**config.mk**
```make
export PLATFORM = sky130hd
export DESIGN_NAME = rr_arbiter16
export DESIGN_NICKNAME = d
export VERILOG_FILES = /design/src/rtl/rr_arbiter16.sv
export SDC_FILE = /design/constraint.sdc
export NUM_CORES = 1
export LEC_CHECK = 0
export BUFFER_PORTS_ARGS = -buffer_cell sky130_fd_sc_hd__buf_2
export CELL_PAD_IN_SITES_DETAIL_PLACEMENT = 1
export CELL_PAD_IN_SITES_GLOBAL_PLACEMENT = 2
export CORE_MARGIN = 2
export CORE_UTILIZATION = 28
export DETAILED_ROUTE_END_ITERATION = 10
export GPL_ROUTABILITY_DRIVEN = 0
export MAX_ROUTING_LAYER = met4
export PLACE_DENSITY_LB_ADDON = 0.1
export RECOVER_POWER = 25
export SETUP_SLACK_MARGIN = 0.05
export SLEW_MARGIN = 0
export SYNTH_ARGS = -nofsm -noshare
export SYNTH_HDL_FRONTEND = slang
export SYNTH_SLANG_ARGS = --single-unit
```
**constraint.sdc**
```tcl
create_clock -name clk -period 12.35 [get_ports clk]
set_input_delay 1.235 -clock clk [delete_from_list [all_inputs] [get_ports clk]]
set_output_delay 1.235 -clock clk [all_outputs]
set_load 0.005 [all_outputs]
```
**src/rtl/rr_arbiter16.sv**
```systemverilog
// rr_arbiter16: 16-way round-robin arbiter with registered grant, owner release and hold timeout
module rr_arbiter16 #(
  parameter int MAX_HOLD = 8
) (
  input  logic        clk,
  input  logic        rst_n,
  input  logic [15:0] req,
  input  logic        done,
  output logic        gnt_valid,
  output logic [3:0]  gnt_idx,
  output logic [15:0] gnt
);
  typedef enum logic {IDLE, GRANT} state_t;
  state_t state, state_nxt;
  logic [3:0] ptr, ptr_nxt, start, win, idx_nxt;
  logic [7:0] hold_cnt, hold_nxt;
  logic rel, take;
  always_comb begin
    start = (state == GRANT) ? gnt_idx + 4'd1 : ptr;
    win = start;
    for (int i = 15; i >= 0; i--) if (req[start + 4'(i)]) win = start + 4'(i);
    rel = done || !req[gnt_idx] || hold_cnt == 8'(MAX_HOLD);
    take = (state == IDLE || rel) && |req;
    state_nxt = ((state == GRANT && !rel) || |req) ? GRANT : IDLE;
    ptr_nxt = (state == GRANT && rel) ? gnt_idx + 4'd1 : ptr;
    idx_nxt = take ? win : gnt_idx;
    hold_nxt = take ? 8'd1 : (state_nxt == IDLE) ? 8'd0 :
               (hold_cnt == 8'(MAX_HOLD)) ? hold_cnt : hold_cnt + 8'd1;
  end
  always_ff @(posedge clk or negedge rst_n) begin
    if (!rst_n) begin
      state    <= IDLE;
      ptr      <= '0;
      hold_cnt <= '0;
      gnt_idx  <= '0;
      gnt      <= '0;
    end else begin
      state    <= state_nxt;
      ptr      <= ptr_nxt;
      hold_cnt <= hold_nxt;
      gnt_idx  <= idx_nxt;
      gnt      <= (state_nxt == GRANT) ? 16'h1 << idx_nxt : '0;
    end
  end
  assign gnt_valid = state == GRANT;
endmodule
```
==> qor.csv <==
metric,value,unit
ys_warn_count,0,
cts_tree,yes,
place_hpwl,10400,um
synth_cells,395,
grt_max_degree,34,
core_area,0.0133,mm2
yosysUniqueCellTypes,78,
clk_pin_slew,0.05,ns
pin_count,40,
track_usage,0.192,
cp_cell_sequence,ha_1 -> mux2i_2 -> buf_4 -> inv_2 -> ha_1 -> xnor2_1 -> mux4_2 -> mux2i_4 -> or3_1 -> a21oi_1 -> or3_1 -> o2111a_1 -> or3_4 -> nor3_1,
clkSinkCount,33,
drv_cap,1,
critPathLaunchType,flop,
portBuffers,39,
layout-drive-gt1-share,0.283,
syn_to_final_growth,13.2,%
synthFlopType,dfrtp_1,
syn_avg_cell_area,9.73,um2
cts_root_buf,clkbuf_16,
synth-edff-count,0,
overflow,0,
slew_viol_final,34,
first_pass_iters,4,
grt_pass1_vias,3449,
die_area,0.0147,mm2
slowest_stage,dfrtp_1,
ys_async_sr_fraction,1.00,
status,finished with violations,
first_iter_violations,331,
final_hold_viol_count,0,
worst-path-max-fanout,19,
dr_total_vias,3472,
setup_violations,0,
max_freq,191,MHz
violations,"capacitance limit, slew limit",
start_util,0.288,
timing.hold.ws,0.529,ns
detail-route-antenna-nets,0,
row_count,42,
max-clock-path-buffers,2,
worstPathArrival,5.41,ns
required,12.54,ns
min_period_over_period,0.423,
max_slew_margin,-0.182,
hold_buffers,0,
netlist_area,0.00384,mm2
hold_class,reg -> reg,
cts-resized-gates,0,
die_x,121,um
finalWirelength,13400,um
cp_top_family,multiplexers,
nets,455,
cts_buffers,5,
finalClockSkew,0.00349,ns
htreeDepth,2,
drc,0,
ys_ff_latch,33,
yosysSeqAreaShare,0.215,
finalSetupTns,0,ns
critPathKind,reg -> reg,
path_buf_inv,2,
die_h,121,um
slowest_delay,0.69,ns
worst_slew_pin_slew,1.77,ns
syn_nets,423,
utilization,0.326,
antenna_found_initial,0,
grt_pass1_wl,20800,um
wl_per_cell,22.2,um
vias_per_cell,5.75,
end_kind,flop,
diodes,0,
cts_setup_buffers,0,
period_needed,5.22,ns
rsz0062_at_grt,no,
insertion_delay,0.28,ns
==> layout by cell type, fill, tap and decap left out, drive strengths merged, types with 8 or more instances in the layout <==
cell type | Yosys | final
a21o | 8 | 8
a21oi | 18 | 18
buf | 11 | 42
clkbuf | 7 | 8
dfrtp | 33 | 33
ha | 9 | 9
inv | 16 | 16
mux2 | 21 | 21
mux2i | 39 | 39
mux4 | 20 | 20
nand2 | 26 | 26
nand3 | 14 | 14
nor2 | 34 | 34
nor3 | 18 | 18
o21ai | 10 | 10
xnor2 | 16 | 16
==> cells by family (layout without fill, tap and decap cells) <==
kind of cell	after synthesis	count (layout)	share of synthesized area
compound gates	88	88	0.179
xor+xnor	22	22	0.0628
fa+ha+maj	9	9	0.0293
buf+inv	34	67	0.0475
flops	33	33	0.215
mux	80	80	0.295
simple gates	129	129	0.172
==> path summary, 6_finish.rpt <==
path | endpoint | depth (start not counted) | startpoint | slack (ns)
worst max-delay path | gnt[4]$_DFF_PN0_ | 14 | gnt_idx[0]$_DFF_PN0_ | 7.13
worst min-delay path | ptr[1]$_DFFE_PN0P_ | 1 | ptr[1]$_DFFE_PN0P_ | 0.53
worst max register to register | gnt[4]$_DFF_PN0_ | 14 | gnt_idx[0]$_DFF_PN0_ | 7.13
worst min register to register | ptr[1]$_DFFE_PN0P_ | 1 | ptr[1]$_DFFE_PN0P_ | 0.53
max in group asynchronous | ptr[1]$_DFFE_PN0P_ | 1 | rst_n | 9.89
min in group asynchronous | gnt[13]$_DFF_PN0_ | 1 | rst_n | 1.42
==> layout make-up <==
| type | count | area (um2) |
|---|---|---|
| clock buffers | 7 | 143 |
| multi-input cells | 328 | 2840 |
| fillers | 1576 | 8990 |
| flip-flops and latches | 33 | 826 |
| repair buffers | 43 | 224 |
| inverters | 16 | 70.1 |
| well taps | 176 | 220 |
| clock inverters | 1 | 30.0 |
==> per-stage QoR <==
stage	std cells	area, um2	setup WS, ns
2_1_floorplan	395	3840	7.85
3_3_place_gp	596	4180	7.19
3_5_place_dp	596	4180	7.17
4_1_cts	604	4350	7.12
5_1_grt	604	4350	6.75
6_report	604	4350	7.13
==> Yosys cell counts (all sizes together) (8+ instances only) <==
master	n	area (um2)
mux2i	39	443
nor2	34	144
dfrtp	33	826
nand2	26	97.6
mux2	21	240
mux4	20	450
a21oi	18	93.8
nor3	18	90.1
inv	16	70.1
xnor2	16	181
nand3	14	75.1
buf	11	85.1
o21ai	10	53.8
ha	9	113
a21o	8	60.1
==> per-layer routing <==
metal  track usage  vias up  share of wire
li1              -     1570              -
met3        0.0277       14          0.046
met2         0.295      103           0.46
met5             -        -              0
met4        0.0366        0          0.016
met1         0.273     1785           0.48
==> sequential cells by signal, indices dropped and copies added, names as in the netlist <==
signal     flops
hold_cnt       8
gnt_valid      1
ptr            4
gnt           16
gnt_idx        4
Power is left out: the tool's default activity adds up to more than one toggle a clock period on the data nets, which glitch-free logic cannot reach.
